## config.mk

```make
export PLATFORM = sky130hd
export DESIGN_NAME = snitch_sb_mp
export DESIGN_NICKNAME = d
export VERILOG_FILES = /design/src/rtl/snitch_sb_mp.sv
export SDC_FILE = /design/constraint.sdc
export NUM_CORES = 1
export LEC_CHECK = 0
export CAP_MARGIN = 10
export CORE_MARGIN = 5
export CORE_UTILIZATION = 50
export DETAILED_ROUTE_END_ITERATION = 10
export PLACE_DENSITY = 0.77
export SLEW_MARGIN = 10
export SYNTH_ARGS = -nofsm -noshare
export SYNTH_HDL_FRONTEND = slang
export SYNTH_SLANG_ARGS = --single-unit
export TNS_END_PERCENT = 20
```

## constraint.sdc

```tcl
create_clock -name clk_i -period 8.5 [get_ports clk_i]
set_input_delay 0.85 -clock clk_i [delete_from_list [all_inputs] [get_ports clk_i]]
set_output_delay 0.85 -clock clk_i [all_outputs]
set_load 0.01 [all_outputs]
```

## src/rtl/snitch_sb_mp.sv

```systemverilog
// Multi-port FPU register scoreboard: tracks in-flight destination addresses,
// grants free entries to push ports in order and answers RAW/WAW hazard queries.
module snitch_sb_mp #(
  parameter int unsigned AddrWidth    = 5,
  parameter int unsigned Depth        = 8,
  parameter int unsigned NumPush      = 2,
  parameter int unsigned NumPop       = 2,
  parameter int unsigned NumTestAddrs = 3,
  parameter bit          PushBypass   = 1'b0,
  parameter bit          PopBypass    = 1'b1
) (
  input  logic                              clk_i,
  input  logic                              rst_i,
  input  logic [NumPush*AddrWidth-1:0]      push_addr_i,
  input  logic [NumPush-1:0]                push_valid_i,
  output logic [NumPush-1:0]                push_ready_o,
  output logic [NumPush*Depth-1:0]          push_index_o,
  input  logic [NumPop*Depth-1:0]           pop_index_i,
  input  logic [NumPop-1:0]                 pop_valid_i,
  input  logic [NumTestAddrs*AddrWidth-1:0] test_addr_i,
  output logic [NumTestAddrs-1:0]           test_present_o,
  output logic [$clog2(Depth+1)-1:0]        usage_o,
  output logic                              full_o,
  output logic                              empty_o,
  output logic [2:0]                        err_o,
  input  logic                              err_clr_i
);
  localparam int unsigned UW = $clog2(Depth+1);

  logic [Depth-1:0]                occ_q, occ_d;
  logic [Depth-1:0][AddrWidth-1:0] addr_q, addr_d;
  logic [UW-1:0]                   usage_q, usage_d;
  logic [2:0]                      err_q, err_d;
  logic [NumPush-1:0][Depth-1:0]   grant;
  logic [NumPush-1:0]              accept;
  logic [Depth-1:0]                pop_mask, pop_eff, push_set;

  // Port p is served by the free entry whose rank equals the number of valid ports below p.
  always_comb begin
    logic [UW-1:0] free_cnt, below, seen;
    free_cnt     = '0;
    grant        = '0;
    push_ready_o = '0;
    for (int unsigned i = 0; i < Depth; i++) free_cnt = free_cnt + UW'(~occ_q[i]);
    for (int unsigned p = 0; p < NumPush; p++) begin
      below = '0;
      for (int unsigned q = 0; q < p; q++) below = below + UW'(push_valid_i[q]);
      seen = '0;
      for (int unsigned i = 0; i < Depth; i++) begin
        if (!occ_q[i]) begin
          if (seen == below) grant[p][i] = 1'b1;
          seen = seen + UW'(1);
        end
      end
      push_ready_o[p] = (free_cnt > below);
    end
  end

  assign push_index_o = grant;
  assign accept       = push_valid_i & push_ready_o;

  always_comb begin
    logic [UW-1:0] n_push, n_pop, n_occ;
    logic [2:0]    new_err;
    pop_mask = '0;
    push_set = '0;
    addr_d   = addr_q;
    n_push   = '0;
    n_pop    = '0;
    n_occ    = '0;
    for (int unsigned k = 0; k < NumPop; k++)
      if (pop_valid_i[k]) pop_mask = pop_mask | pop_index_i[k*Depth +: Depth];
    pop_eff = pop_mask & occ_q;
    for (int unsigned p = 0; p < NumPush; p++) begin
      if (accept[p]) begin
        push_set = push_set | grant[p];
        n_push   = n_push + UW'(1);
        for (int unsigned i = 0; i < Depth; i++)
          if (grant[p][i]) addr_d[i] = push_addr_i[p*AddrWidth +: AddrWidth];
      end
    end
    occ_d = (occ_q & ~pop_eff) | push_set;
    for (int unsigned i = 0; i < Depth; i++) begin
      n_pop = n_pop + UW'(pop_eff[i]);
      n_occ = n_occ + UW'(occ_q[i]);
    end
    usage_d = usage_q + n_push - n_pop;
    new_err = {usage_q != n_occ, |(push_valid_i & ~push_ready_o), |(pop_mask & ~occ_q)};
    err_d   = err_clr_i ? new_err : (err_q | new_err);
  end

  always_comb begin
    logic                 hit;
    logic [AddrWidth-1:0] ta;
    test_present_o = '0;
    for (int unsigned j = 0; j < NumTestAddrs; j++) begin
      hit = 1'b0;
      ta  = test_addr_i[j*AddrWidth +: AddrWidth];
      for (int unsigned i = 0; i < Depth; i++)
        if (occ_q[i] && (addr_q[i] == ta) && !(PopBypass && pop_eff[i])) hit = 1'b1;
      if (PushBypass) begin
        for (int unsigned p = 0; p < NumPush; p++)
          if (accept[p] && (push_addr_i[p*AddrWidth +: AddrWidth] == ta)) hit = 1'b1;
      end
      test_present_o[j] = hit;
    end
  end

  always_ff @(posedge clk_i or posedge rst_i) begin
    if (rst_i) begin
      occ_q   <= '0;
      addr_q  <= '0;
      usage_q <= '0;
      err_q   <= '0;
    end else begin
      occ_q   <= occ_d;
      addr_q  <= addr_d;
      usage_q <= usage_d;
      err_q   <= err_d;
    end
  end

  assign usage_o = usage_q;
  assign full_o  = (usage_q == UW'(Depth));
  assign empty_o = (usage_q == '0);
  assign err_o   = err_q;
endmodule

```

**Word-level counts from Yosys, hierarchy flattened**

Cells that the tools add are included.
Widths: inputs -> output; s select.

- Mux-type cells: 87
- $lt $le $gt $ge: 2
- Equality and inequality tests: 33
- Reductions and logical operators: 67
- Bitwise gates (word level): 20
- Add/sub/neg operators: 30

Operator list:

| cell | count |
|---|---|
| $eq 5x5->1 | 24 |
| $mux 40 | 2 |
| $mux 5 | 16 |
| $mux 1 | 57 |
| $logic_and 1x1->1 | 48 |
| $logic_not 4->1 | 9 |
| $add 4x1->4 | 8 |
| $add 4x4->4 | 8 |
| $mux 8 | 4 |
| $not 1->4 | 8 |
| $add 4x1->4 const B | 7 |
| $eq 4x1->1 | 7 |
| $mux 4 | 7 |
| $and 8x8->8 | 3 |
| $or 8x8->8 | 3 |
| $not 8->8 | 2 |
| $add 3x1->4 | 2 |
| $logic_not 1->1 | 8 |
| $reduce_or 8->1 | 1 |
| $add 2x1->3 | 2 |
| $add 1x1->2 | 2 |
| $and 2x2->2 | 2 |
| $eq 4x4->1 const B | 1 |
| $gt 4x1->1 | 1 |
| other kinds (7) | 7 |

- Word-level logic and storage cells: 250
- Output and inout bits: 30
- Flip-flop bits (word level): 55
- Input port bits: 48

**Longest topological paths before layout**

- Word-level depth: 20
- Mapped depth: 22
- Depth with buffers taken out: 21

**Worst setup path before layout**

No wires, ideal clock.

- Path type: flip-flop to flip-flop
- Start: register occ_q[0]
- End: register usage_q[3] (netlist: usage_o[3])
- Slack: 3.420 ns
- Data required time: 8.375 ns
- Buffers on the path: 0
- Stages on the path, launching flop included: 22
- Data arrival time: 4.954 ns
- Library setup time: 0.125 ns
- Clock period less this slack: 5.080 ns
- Cell sequence: dfrtp_1 > inv_1 > fa_1 > inv_1 > fa_1 > fa_1 > inv_1 > ha_1 > inv_1 > fa_1 > a211oi_1 > mux2_2 > nand3_1 > nand2_1 > clkinv_1 > ha_1 > ha_1 > ha_1 > inv_1 > fa_1 > xnor2_1 > xnor2_1

- Word-level cells in the longest chain between the ends: 15
- Elaborated cells between the ends (all ways): 24
- Classes of those cells: add/sub (17); order compare (2); mux (2); bitwise (3)

RTL lines:

| item | line | source |
|---|---|---|
| start: declaration | 30 | `logic [Depth-1:0] occ_q, occ_d;` |
| start signal: assignment | 111 | `occ_q <= '0;` |
| start signal: assignment | 116 | `occ_q <= occ_d;` |
| $not 1->4 * | 44 | `for (int unsigned i = 0; i < Depth; i++) free_cnt = free_cnt + UW'(~occ_q[i]);` |
| $add 4x4->4 * (7 in a row) | 44 |  |
| $gt 4x1->1 * | 55 | `push_ready_o[p] = (free_cnt > below);` |
| net push_ready_o[0] | 16 | `output logic [NumPush-1:0] push_ready_o,` |
| $and 2x2->2 * | 60 | `assign accept = push_valid_i & push_ready_o;` |
| $mux 1 * | 75 | `if (accept[p]) begin` |
| $add 4x1->4 | 77 | `n_push = n_push + UW'(1);` |
| $mux 4 * | 75 |  |
| $add 4x4->4 * | 87 | `usage_d = usage_q + n_push - n_pop;` |
| $sub 4x4->4 * | 87 |  |
| net usage_d[3] | 32 | `logic [UW-1:0] usage_q, usage_d;` |
| end signal: assignment | 118 | `usage_q <= usage_d;` |
| end: declaration | 32 |  |

The timed path passes the listed nets; every way through them passes the cells marked *.

**Final worst setup path**

- Start: register occ_q[0]
- End: output push_index_o[7]

- Word-level cells in the longest chain between the ends: 16

RTL lines:

| item | line | source |
|---|---|---|
| $mux 1 * | 50 | `if (!occ_q[i]) begin` |
| $add 4x1->4 | 52 | `seen = seen + UW'(1);` |
| $mux 4 * | 50 |  |
| $add 4x1->4 | 52 |  |
| $mux 4 * | 50 |  |
| $add 4x1->4 | 52 |  |
| $mux 4 * | 50 |  |
| $add 4x1->4 | 52 |  |
| $mux 4 * | 50 |  |
| $add 4x1->4 | 52 |  |
| $mux 4 * | 50 |  |
| $add 4x1->4 | 52 |  |
| $mux 4 * | 50 |  |
| $logic_not 4->1 * | 51 | `if (seen == below) grant[p][i] = 1'b1;` |
| $mux 1 * | 51 |  |
| $mux 1 * | 50 |  |
| end: declaration | 17 | `output logic [NumPush*Depth-1:0] push_index_o,` |

Every way passes the cells marked *; elsewhere a longest branch is shown, timed or not.

==> summary.txt <==
Status
  • Status: finished clean

Worst hold path
  • Hold depth: 2
  • Worst Hold End: err_o[1]
  • Hold Path Class: reg -> reg
  • Worst min-delay path startpoint: err_o[1]

Drt
  • Routed len/inst: roughly 21 µm
  • DR vias: around 5.1k
  • DR iter-0 viols: 595
  • Routed vias/inst: 6.13
  • Drt first pass iters: 5
  • DR DRC count: 0
  • Routed Antenna Nets: 0
  • Final wirelength: around 18000 µm

Setup path
  • Worst path slowest cell: dfrtp_1
  • Worst path max stage delay: between 0.5 and 0.6 ns
  • CP Data Required Time: 7.65 ns
  • CP Buf/Inv Count: 2
  • Startpoint class of the critical path: flip-flop
  • Max FO, Critical Path: 10
  • Critical R2R Capture: usage_o[3]
  • FF-to-FF path depth: 21
  • R2R setup slack: 2.92 ns
  • Data arrival, critical path: ~5.3 ns
  • Most used cell, CP: ha_1
  • Crit-path cells: inv_1, ha_1, xnor2_1, ha_1, nor2_1, a21oi_1, ha_1, a21oi_1, ha_1, nor2_1, a21oi_1, ha_1, nand2b_1, nor2_1, mux2i_1, and4b_1, o22a_2, nand2_1, nor2_1, clkdlybuf4s50_1
  • Critical path origin: occ_q[0]
  • CP Class: reg -> out
  • Worst setup EP type: output port
  • R2r startpoint: occ_q[0]
  • Family with the most delay on the worst path: adder cells

STA
  • Final worst path period need: roughly 6.1 ns
  • Layout Skew: 0.00290 ns
  • Max-slew headroom: 0.499
  • Period utilisation layout: 0.720
  • Worst Tran Pin Value: around 0.75 ns
  • PnR worst setup slack: 2.38 ns
  • Slew Limit Fails: 0
  • RSZ-0062 raised after global routing: no
  • Hold Vio Cnt, Final: 0
  • Worst hold slack: approximately 0.51 ns
  • Setup_tns: 0 ns
  • Highest Clock Rate: 163 MHz
  • Setup violators final: 0

Global routing
  • First-pass GRT wire length: 27600 µm
  • GR peak layer: met2
  • Antenna violations before repair: 0
  • Met1 Track Usage GR: 0.354
  • Overflow after GRT: 0
  • Met3 usage: 0.0523
  • Tot GR Track Use: 0.265
  • Vias in the first global route: 5193
  • Met2 GRT Util: 0.427
  • Largest net degree at the start of global routing: 56

Place
  • Port buffer count: 77
  • Number of placed cells counting well taps: 821
  • Setup WS pre-CTS: 2.76 ns
  • Post-DP HPWL: 13300 µm
  • GPL Wtd Cong: 0.932

Layout
  • Fin cells: just over 800
  • P&R area growth vs syn: 16.0%
  • # nets final: 779
  • Number of inserted diodes: 0
  • Multi-input gate area: 0.00393 mm²
  • Seq. cell area: 0.00138 mm²
  • Number of fill cells in the layout: 942
  • Layout cells sized above 1: 0.0392

Clocking
  • PostCTS Resize Cnt: 0
  • Worst-Skew Late Latency: between 0.2 and 0.3 ns
  • H-tree Lvls: 2
  • Clock tree sinks: 55
  • Post-CTS Setup Repair Bufs: 0
  • Root buf cell: clkbuf_16
  • Bufs on Longest Clock Path: 2
  • Hold_buf cts: 0
  • Clock-pin slew on the worst setup and hold paths: 0.07 ns
  • CTS Buf Count: 5
  • TritonCTS clock tree: yes

Floorplanning
  • Top-level port count: 78
  • Core region area: 0.0110 mm²
  • Die Y: 117 µm
  • FP Rows: 38
  • Chip width: roughly 120 µm
  • Die ar.: 0.0136 mm²
  • Initial Util: 0.516

Logic synthesis
  • Mapped Cells: 648
  • Syn Nets: 739
  • Post-synth ARST share: 1.00
  • Synthesized cell area: 0.00567 mm²
  • Register area share after synthesis: 0.243
  • Syn Area/Cell: 8.75 µm²
  • Post-synth EDFFs: 0
  • Synth Warn #: 0
  • Yosys cell types: 59
  • FF+latch count, synth: 55
  • Top_reg_cell synth: dfrtp_1

Run
  • Max_cap viols: 0
[synthesized netlist by cell type (all sizes together) (4+ instances only)]
master,n,share of area
nand2,34,0.023
a21oi,32,0.028
nor4,25,0.028
inv,46,0.030
nand2b,10,0.012
buf,10,0.0086
and2,6,0.0066
o22ai,4,0.0068
o41ai,5,0.0077
ha,28,0.062
fa,15,0.053
nor3,14,0.012
o221ai,4,0.0062
a31oi,19,0.021
o21ai,7,0.0062
xor2,63,0.097
mux2,11,0.022
nand3,20,0.018
xnor2,72,0.11
and3,6,0.0066
dfrtp,55,0.24
clkbuf,35,0.024
a22oi,8,0.011
nor2,41,0.027
mux2i,33,0.058
nand4,8,0.0088
[worst min-delay path: stages, from the launching register on]
cell and delay [ns]:
dfrtp_1 0.35, nand2b_1 0.05, o221ai_1 0.06
[cell type report]
cell class	instances	area share
Sequential cell	55	0.209
Clock buffer	7	0.0202
Timing Repair Buffer	78	0.118
Multi-Input combinational cell	501	0.598
Tap cell	140	0.0266
Clock inverter	1	0.000761
Inverter	47	0.0268
[state kept, by name (all words and copies together) (netlist names)]
register / count
err_o: 3
addr_q: 40
usage_o: 4
occ_q: 8
[cell usage in the layout (no fill, tap or decap), drive strengths merged, types with 15 or more instances in the layout]
cell and count:
a31oi 19, mux2i 33, xnor2 72, xor2 63, nor2 41, fa 15, a21oi 32, inv 46
dfrtp 55, clkdlybuf4s50 77, nand3 20, nor4 25, nand2 34, ha 28
[worst max-delay path by stage]
| stage | to | slack, ns | cells past startpoint |
|---|---|---|---|
| after floorplan | usage_o[3] | 3.42 | 21 |
| after global placement | push_index_o[7] | 2.96 | 20 |
| after detailed placement | push_index_o[7] | 2.76 | 20 |
| after CTS | push_index_o[7] | 2.43 | 20 |
| after global routing | push_index_o[7] | 2.00 | 20 |
| final | push_index_o[7] | 2.38 | 20 |
[logic make-up after synthesis]
logic type / Yosys count / synth area share
simple gates: 184 / 0.172
fa+ha+maj: 43 / 0.115
xor+xnor: 138 / 0.221
buf+inv: 92 / 0.0638
flops: 55 / 0.243
compound gates: 92 / 0.106
mux: 44 / 0.0801
[routing by layer]
metal | wire length [µm] | part of all wire
met4 | 621 | 0.035
met2 | 8090 | 0.46
met3 | 1470 | 0.084
met1 | 7340 | 0.42
met5 | 0 | 0
[metrics by stage]
| step | utilization | instance area [µm²] |
|---|---|---|
| after CTS | 0.599 | 6580 |
| after detailed placement | 0.586 | 6440 |
| after floorplan | - | 5670 |
| after global routing | 0.599 | 6580 |
| final | 0.599 | 6580 |
| after global placement | 0.586 | 6440 |
Power is left out: the tool's default activity adds up to more than one toggle a clock period on the data nets, which glitch-free logic cannot reach.
